$ cat src/rtl/uart_rsp_framer.sv
// Frames 1- or 2-byte response words as SYNC, LEN, D0, [D1], CHK and hands the
// bytes one at a time to a UART transmitter, pacing on its busy handshake.
module uart_rsp_framer #(
  parameter int          DATA_WIDTH = 8,
  parameter logic [7:0]  SYNC_BYTE  = 8'hA5,
  parameter int          TMO_WIDTH  = 4
) (
  input  logic                  CLK,
  input  logic                  RST,
  input  logic                  i_RSP_VALID,
  input  logic [15:0]           i_RSP_DATA,
  input  logic                  i_RSP_LEN2,
  output logic                  o_RSP_READY,
  output logic                  o_TX_Data_Valid,
  output logic [DATA_WIDTH-1:0] o_TX_P_DATA,
  input  logic                  i_TX_busy,
  output logic                  o_frame_done,
  output logic                  o_tmo_err
);

  typedef enum logic [1:0] {
    IDLE    = 2'd0,
    LOAD    = 2'd1,
    WAIT_HI = 2'd2,
    WAIT_LO = 2'd3
  } state_t;

  state_t state_reg, state_next;

  logic [2:0]            idx_reg, idx_next;
  logic [TMO_WIDTH-1:0]  tmo_reg, tmo_next, tmo_inc;
  logic [15:0]           data_reg, data_next;
  logic                  len2_reg, len2_next;
  logic                  tx_valid_reg, tx_valid_next;
  logic [DATA_WIDTH-1:0] tx_data_reg, tx_data_next;
  logic                  done_reg, done_next;
  logic                  tmo_err_reg, tmo_err_next;

  logic [DATA_WIDTH-1:0] sync_b, len_b, d0_b, d1_b, chk_b, cur_byte;
  logic                  is_last;
  logic                  tmo_expired;

  // Byte lanes are built bitwise so DATA_WIDTH wider than 8 zero-extends cleanly.
  genvar gi;
  generate
    for (gi = 0; gi < DATA_WIDTH; gi++) begin : g_lane
      if (gi < 8) begin : g_lo
        assign sync_b[gi] = SYNC_BYTE[gi];
        assign d0_b[gi]   = data_reg[gi];
        assign d1_b[gi]   = data_reg[8+gi];
      end else begin : g_hi
        assign sync_b[gi] = 1'b0;
        assign d0_b[gi]   = 1'b0;
        assign d1_b[gi]   = 1'b0;
      end
      if (gi == 0) begin : g_len0
        assign len_b[gi] = ~len2_reg;
      end else if (gi == 1) begin : g_len1
        assign len_b[gi] = len2_reg;
      end else begin : g_lenx
        assign len_b[gi] = 1'b0;
      end
      assign chk_b[gi] = len_b[gi] ^ d0_b[gi] ^ (d1_b[gi] & len2_reg);
    end
  endgenerate

  // Index counts bytes actually sent: slot 3 is D1 for two-byte frames, CHK otherwise.
  always_comb begin
    cur_byte = sync_b;
    case (idx_reg)
      3'd0:    cur_byte = sync_b;
      3'd1:    cur_byte = len_b;
      3'd2:    cur_byte = d0_b;
      3'd3:    cur_byte = len2_reg ? d1_b : chk_b;
      3'd4:    cur_byte = chk_b;
      default: cur_byte = sync_b;
    endcase
  end

  assign is_last     = (idx_reg == (len2_reg ? 3'd4 : 3'd3));
  assign tmo_inc     = tmo_reg + 1'b1;
  assign tmo_expired = (tmo_inc == {TMO_WIDTH{1'b1}});

  always_ff @(posedge CLK or posedge RST) begin
    if (RST) begin
      state_reg <= IDLE;
    end else begin
      state_reg <= state_next;
    end
  end

  always_comb begin
    state_next = state_reg;
    case (state_reg)
      IDLE: begin
        if (i_RSP_VALID) state_next = LOAD;
      end
      LOAD: begin
        if (!i_TX_busy) state_next = WAIT_HI;
      end
      WAIT_HI: begin
        if (i_TX_busy)        state_next = WAIT_LO;
        else if (tmo_expired) state_next = LOAD;
      end
      WAIT_LO: begin
        if (!i_TX_busy) state_next = is_last ? IDLE : LOAD;
      end
      default: state_next = IDLE;
    endcase
  end

  always_comb begin
    idx_next      = idx_reg;
    tmo_next      = tmo_reg;
    data_next     = data_reg;
    len2_next     = len2_reg;
    tx_valid_next = 1'b0;
    tx_data_next  = tx_data_reg;
    done_next     = 1'b0;
    tmo_err_next  = 1'b0;
    case (state_reg)
      IDLE: begin
        if (i_RSP_VALID) begin
          data_next = i_RSP_DATA;
          len2_next = i_RSP_LEN2;
          idx_next  = 3'd0;
        end
      end
      LOAD: begin
        if (!i_TX_busy) begin
          tx_valid_next = 1'b1;
          tx_data_next  = cur_byte;
          tmo_next      = '0;
        end
      end
      WAIT_HI: begin
        if (!i_TX_busy) begin
          tmo_next = tmo_inc;
          // Transmitter never acknowledged: the same index is re-sent from LOAD.
          if (tmo_expired) tmo_err_next = 1'b1;
        end
      end
      WAIT_LO: begin
        if (!i_TX_busy) begin
          if (is_last) done_next = 1'b1;
          else         idx_next  = idx_reg + 3'd1;
        end
      end
      default: ;
    endcase
  end

  always_ff @(posedge CLK or posedge RST) begin
    if (RST) begin
      idx_reg      <= '0;
      tmo_reg      <= '0;
      data_reg     <= '0;
      len2_reg     <= 1'b0;
      tx_valid_reg <= 1'b0;
      tx_data_reg  <= '0;
      done_reg     <= 1'b0;
      tmo_err_reg  <= 1'b0;
    end else begin
      idx_reg      <= idx_next;
      tmo_reg      <= tmo_next;
      data_reg     <= data_next;
      len2_reg     <= len2_next;
      tx_valid_reg <= tx_valid_next;
      tx_data_reg  <= tx_data_next;
      done_reg     <= done_next;
      tmo_err_reg  <= tmo_err_next;
    end
  end

  assign o_RSP_READY     = (state_reg == IDLE);
  assign o_TX_Data_Valid = tx_valid_reg;
  assign o_TX_P_DATA     = tx_data_reg;
  assign o_frame_done    = done_reg;
  assign o_tmo_err       = tmo_err_reg;

endmodule

$ cat config.mk
export PLATFORM = sky130hd
export DESIGN_NAME = uart_rsp_framer
export DESIGN_NICKNAME = d
export VERILOG_FILES = /design/src/rtl/uart_rsp_framer.sv
export SDC_FILE = /design/constraint.sdc
export NUM_CORES = 1
export LEC_CHECK = 0
export ABC_CLOCK_PERIOD_IN_PS = 2009
export CAP_MARGIN = 20
export CORE_MARGIN = 2
export CORE_UTILIZATION = 50
export DETAILED_ROUTE_END_ITERATION = 10
export PLACE_DENSITY = 0.76
export SKIP_LAST_GASP = 1
export SYNTH_ARGS = -nofsm -noshare
export SYNTH_HDL_FRONTEND = slang
export SYNTH_SLANG_ARGS = --single-unit
$ cat constraint.sdc
create_clock -name CLK -period 2.01 [get_ports CLK]
set_clock_uncertainty 0.2 [all_clocks]
set_input_delay 0.3015 -clock CLK [delete_from_list [all_inputs] [get_ports CLK]]
set_output_delay 0.3015 -clock CLK [all_outputs]
set_load 0.01 [all_outputs]
; After elaboration in Yosys (flattened, before gate mapping)
; Index checks and enable logic that the tools add are counted.
[totals]
output_inout_bits = 12
elab_cells = 79
ff_bits = 37
[op_classes]
n_mux = 25
n_eq_ne = 15
add_sub_neg = 2
n_reduce_logical = 8
bitwise_logic = 20
[ops]
columns = cell, count
row1 = $pmux 8 s4, 1
row2 = $mux 3, 4
row3 = $mux 2, 5
row4 = $ne 2x2->1 const B, 5
row5 = $xor 1x1->1, 10
row6 = $mux 1, 9
row7 = $and 1x1->1, 8
row8 = $mux 4, 2
row9 = $mux 8, 1
row10 = $pmux 2 s4, 1
row11 = $pmux 4 s2, 1
row12 = $reduce_and 4->1, 2
row13 = $eq 3x2->1 const B, 2
row14 = $pmux 3 s2, 1
row15 = $add 4x1->4 const B, 1
row16 = $eq 2x2->1 const B, 2
row17 = $eq 4x4->1 const B, 1
row18 = $reduce_and 2->1, 2
row19 = $reduce_bool 2->1, 2
row20 = $add 3x1->3 const B, 1
row21 = $eq 3x1->1 const B, 1
row22 = $eq 3x3->1, 1
row23 = $eq 3x3->1 const B, 1
row24 = $ne 3x3->1 const B, 1
row25 = 4 further kinds, 5

; Logic depth before layout (Yosys ltp)
[logic_depth]
depth_word = 5
depth_mapped = 7
depth_no_buf = 6

; Least setup slack after synthesis
; OpenSTA, ideal clock, no wires.
[synth_path]
path_type = register to register
start = register idx_reg[0]
end = register tx_data_reg[1] (netlist: o_TX_P_DATA[1])
setup_ns = 0.121
period_less_slack_ns = 1.817
arrival_ns = 1.496
path_slack_ns = 0.193
t_required_ns = 1.689
stages_incl_launch_ff = 6
cell_sequence = dfrtp_1 ha_1 or4_4 o21ai_4 nor2_4 a22o_1
[synth_via]
elab_chain_len = 2
word_cells_on_any_way = 5
[synth_lines]
columns = item, line_no
row1 = "start, declared", 30  ; logic [2:0] idx_reg, idx_next;
row2 = "start signal, assigned", 164  ; idx_reg <= idx_next;
row3 = $eq 3x3->1 (tied with other cells), 70  ; case (idx_reg)
row4 = $pmux 8 s4 *, 70
row5 = "end signal, assigned", 169  ; tx_data_reg <= tx_data_next;
row6 = "end, declared", 35  ; logic [DATA_WIDTH-1:0] tx_data_reg, tx_data_next;
; Every way passes the cells marked *; elsewhere a longest branch is shown, timed or not.
; A chain may end at the register's enable or synchronous reset.

; Worst setup path in the final report
[layout_path]
start = register state_reg[1]
end = output o_RSP_READY
[layout_via]
elab_chain_len = 1
[layout_lines]
columns = item, line_no
row1 = "start, declared", 28  ; state_t state_reg, state_next;
row2 = "start signal, assigned", 88  ; state_reg <= state_next;
row3 = $logic_not 2->1, 175  ; assign o_RSP_READY = (state_reg == IDLE);
row4 = "end, declared", 13  ; output logic o_RSP_READY,
; Every way passes these cells.

==> flow_summary.ini <==
[flow_run]
drv_cap = 0

[drt]
first_pass_iters = 4
drt-wirelength-per-cell_um = 12.5
routed_wl_um = 3840
drt_iter0_markers = 110
drtAntennaViolNets = 0
vias = 1606
vias_per_cell = 5.25
drc = 0

[sta]
worst_pin_slew_ns = 0.449
finalMaxSlewViolations = 0
max_freq_mhz = 512
hold_viol = 0
period_share = 0.972
holdWs_ns = 0.224
rsz0062_at_grt = yes
setup_violations = 0
fin_crit_ns = 1.95
max_slew_margin = 0.700

[power]
p_clk_frac = 0.161
pwr-share-seq = 0.382
ir_worst_vdd_v = 0.000595
p_leak_nw = 1.14
power.density_nw_per_um2 = 1410
netSwitchingPower_mw = 1.35
p_comb_frac = 0.457
power.internal_mw = 2.16
swShare = 0.385

[clock_network]
cts_tree = yes
clock_latency_ns = 0.29
clk_path_buf_depth = 2
htree_levels = 2
cts-root-buf = clkbuf_8
cts_setup_buffers = 0
path_clk_slew_ns = 0.07
cts_buffers = 5
clock_sinks = 37

[logic_synthesis]
synth_top_family_by_area = simple AND/OR/NAND/NOR gates
ys_types = 45
synth-simple-area-share = 0.250
ys_warn_count = 0
synthXorXnorAreaFrac = 0.0134
synth-compound-area-share = 0.155
synth_nets = 241
ys_seq_area_frac = 0.470
synth.mux.area_fraction = 0.0216
synthAdderAreaFrac = 0.0445
synth.cell_area_um2 = 1970
syn_inst = 213
synth.avg_cell_area_um2 = 9.24
ys_seq_elements = 37

[global_routing]
grt_use_total = 0.205
grt_pass1_vias = 1526
grt_max_degree = 38
grt_overflow = 0
antenna_found_initial = 0
grt_pass1_wl_um = 6860

[die]
ios = 33
die_area_um2 = 4450
initial_utilization = 0.530
core_area_um2 = 3720
die_x_um = 66.7
die_h_um = 66.7
rows = 22

[layout]
final_common_cell = nand2_1
largest_reg_flops = 16
drive_above_1_share = 0.136
fin_nets = 285
area_delta_synth_final_pct = 26.8
final_cell_mix = 61 x nand2_1, 37 x dfrtp_1, 32 x clkdlybuf4s50_1
final_area_um2 = 2500
diodes = 0

[worst_setup_path]
slowest_stage = clkdlybuf4s50_1
cp.arrival_ns = 1.45
criticalPathCategory = reg2out
worstPathMaxFanout = 8
rr_endpoint = o_TX_P_DATA[1]$_DFFE_PP0P_
r2r_cells = 6
start_kind = flip-flop
crit_chain = nor2_2 > clkdlybuf4s50_1
cp_slowest_stage_delay_ns = 0.54
cp_data_required_time_ns = 1.51
reg2reg_slack_ns = 0.08
r2r-start = idx_reg[1]$_DFFE_PP0P_
endpoint_kind = output port

[placed_design]
placed_area_um2 = 2390
portBuffers = 32
post-dp-hpwl_um = 2840
routabilityCongestion = 0.823

[run_status]
status = completed

[min_path]
min_path_type = in2async
[power groups by stage]
stage | combinational (mW) | clock [mW] | sequential (mW)
2_1_floorplan | 1.08 | 0 | 1.32
3_3_place_gp | 1.57 | 0 | 1.34
3_5_place_dp | 1.60 | 0 | 1.35
4_1_cts | 1.61 | 0.571 | 1.34
5_1_grt | 1.80 | 0.622 | 1.40
6_report | 1.61 | 0.565 | 1.34
[what timing repair did]
| action | in CTS | in global routing |
|---|---|---|
| hold buffers | 0 | 0 |
| gates resized for setup | 0 | 2 |
| endpoints found under the setup margin | 0 | 2 |
[worst max-delay path, delay by kind of cell (launching register included)]
| kind | cells | cell delay [ns] |
|---|---|---|
| buffers and inverters | 1 | 0.54 |
| flip-flops | 1 | 0.45 |
| AND/OR/NAND/NOR | 1 | 0.17 |
[per-stage QoR]
stage	power (mW)	setup slack [ns]	setup TNS, ns	instances	util
floorplan	2.40	0.193	0	213	-
global placement	2.92	0.108	0	298	0.643
detailed placement	2.95	0.0590	0	298	0.643
CTS	3.52	0.0199	0	306	0.670
global route	3.82	-0.0236	-0.0236	306	0.672
finish	3.51	0.0566	0	306	0.672
[layer usage]
metal / up-vias / part of all wire / GRT usage
li1: 817 / - / -
met1: 742 / 0.49 / 0.275
met2: 42 / 0.45 / 0.319
met3: 5 / 0.040 / 0.0557
met4: 0 / 0.015 / 0.0765
met5: - / 0 / 0
[Yosys cell counts, drive strengths merged]
| cell | number | share of area |
|---|---|---|
| a211o | 1 | 0.0045 |
| a21bo | 1 | 0.0051 |
| a21o | 1 | 0.0038 |
| a21oi | 11 | 0.030 |
| a221o | 1 | 0.0051 |
| a222oi | 4 | 0.020 |
| a22o | 2 | 0.0089 |
| a22oi | 1 | 0.0038 |
| a31oi | 3 | 0.0095 |
| and2 | 1 | 0.0032 |
| and2b | 2 | 0.0076 |
| and4b | 1 | 0.0051 |
| and4bb | 2 | 0.013 |
| buf | 7 | 0.025 |
| dfrtp | 37 | 0.47 |
| ha | 7 | 0.044 |
| inv | 9 | 0.020 |
| mux2 | 2 | 0.011 |
| mux2i | 2 | 0.010 |
| nand2 | 61 | 0.12 |
| nand2b | 5 | 0.016 |
| nand3 | 4 | 0.010 |
| nand3b | 1 | 0.0038 |
| nor2 | 17 | 0.036 |
| nor2b | 3 | 0.013 |
| nor3 | 1 | 0.0083 |
| nor3b | 1 | 0.0038 |
| o211ai | 2 | 0.0076 |
| o21ai | 13 | 0.039 |
| o221ai | 1 | 0.0045 |
| o41ai | 3 | 0.013 |
| or2b | 1 | 0.0038 |
| or3b | 1 | 0.0045 |
| or4 | 1 | 0.0057 |
| xnor2 | 3 | 0.013 |
[logic make-up (layout without fill, tap and decap cells)]
logic type,Yosys count,after routing
adder cells (fa/ha/maj),7,7
XOR/XNOR,3,3
multiplexers,4,4
AO/OA/AOI/OAI,44,44
buffers and inverters,16,61
flip-flops,37,37
AND/OR/NAND/NOR,102,102
[final cells by class]
type / count / area [µm²]
clock buffers: 7 / 96.3
multi-input cells: 160 / 960
repair buffers: 44 / 410
well taps: 48 / 60.1
clock inverters: 1 / 5.00
inverters: 9 / 38.8
flip-flops and latches: 37 / 926
fillers: 335 / 1220
[worst max-delay path by stage]
stage / start / to
floorplan: idx_reg[0]$_DFFE_PP0P_ / o_TX_P_DATA[1]$_DFFE_PP0P_
global placement: i_TX_busy / o_TX_P_DATA[4]$_DFFE_PP0P_
detailed placement: i_TX_busy / tmo_reg[2]$_DFFE_PP0P_
CTS: state_reg[1]$_DFFE_PP0P_ / o_RSP_READY
global route: state_reg[1]$_DFFE_PP0P_ / o_RSP_READY
finish: state_reg[1]$_DFFE_PP0P_ / o_RSP_READY
Power figures use the tool's default switching activity.
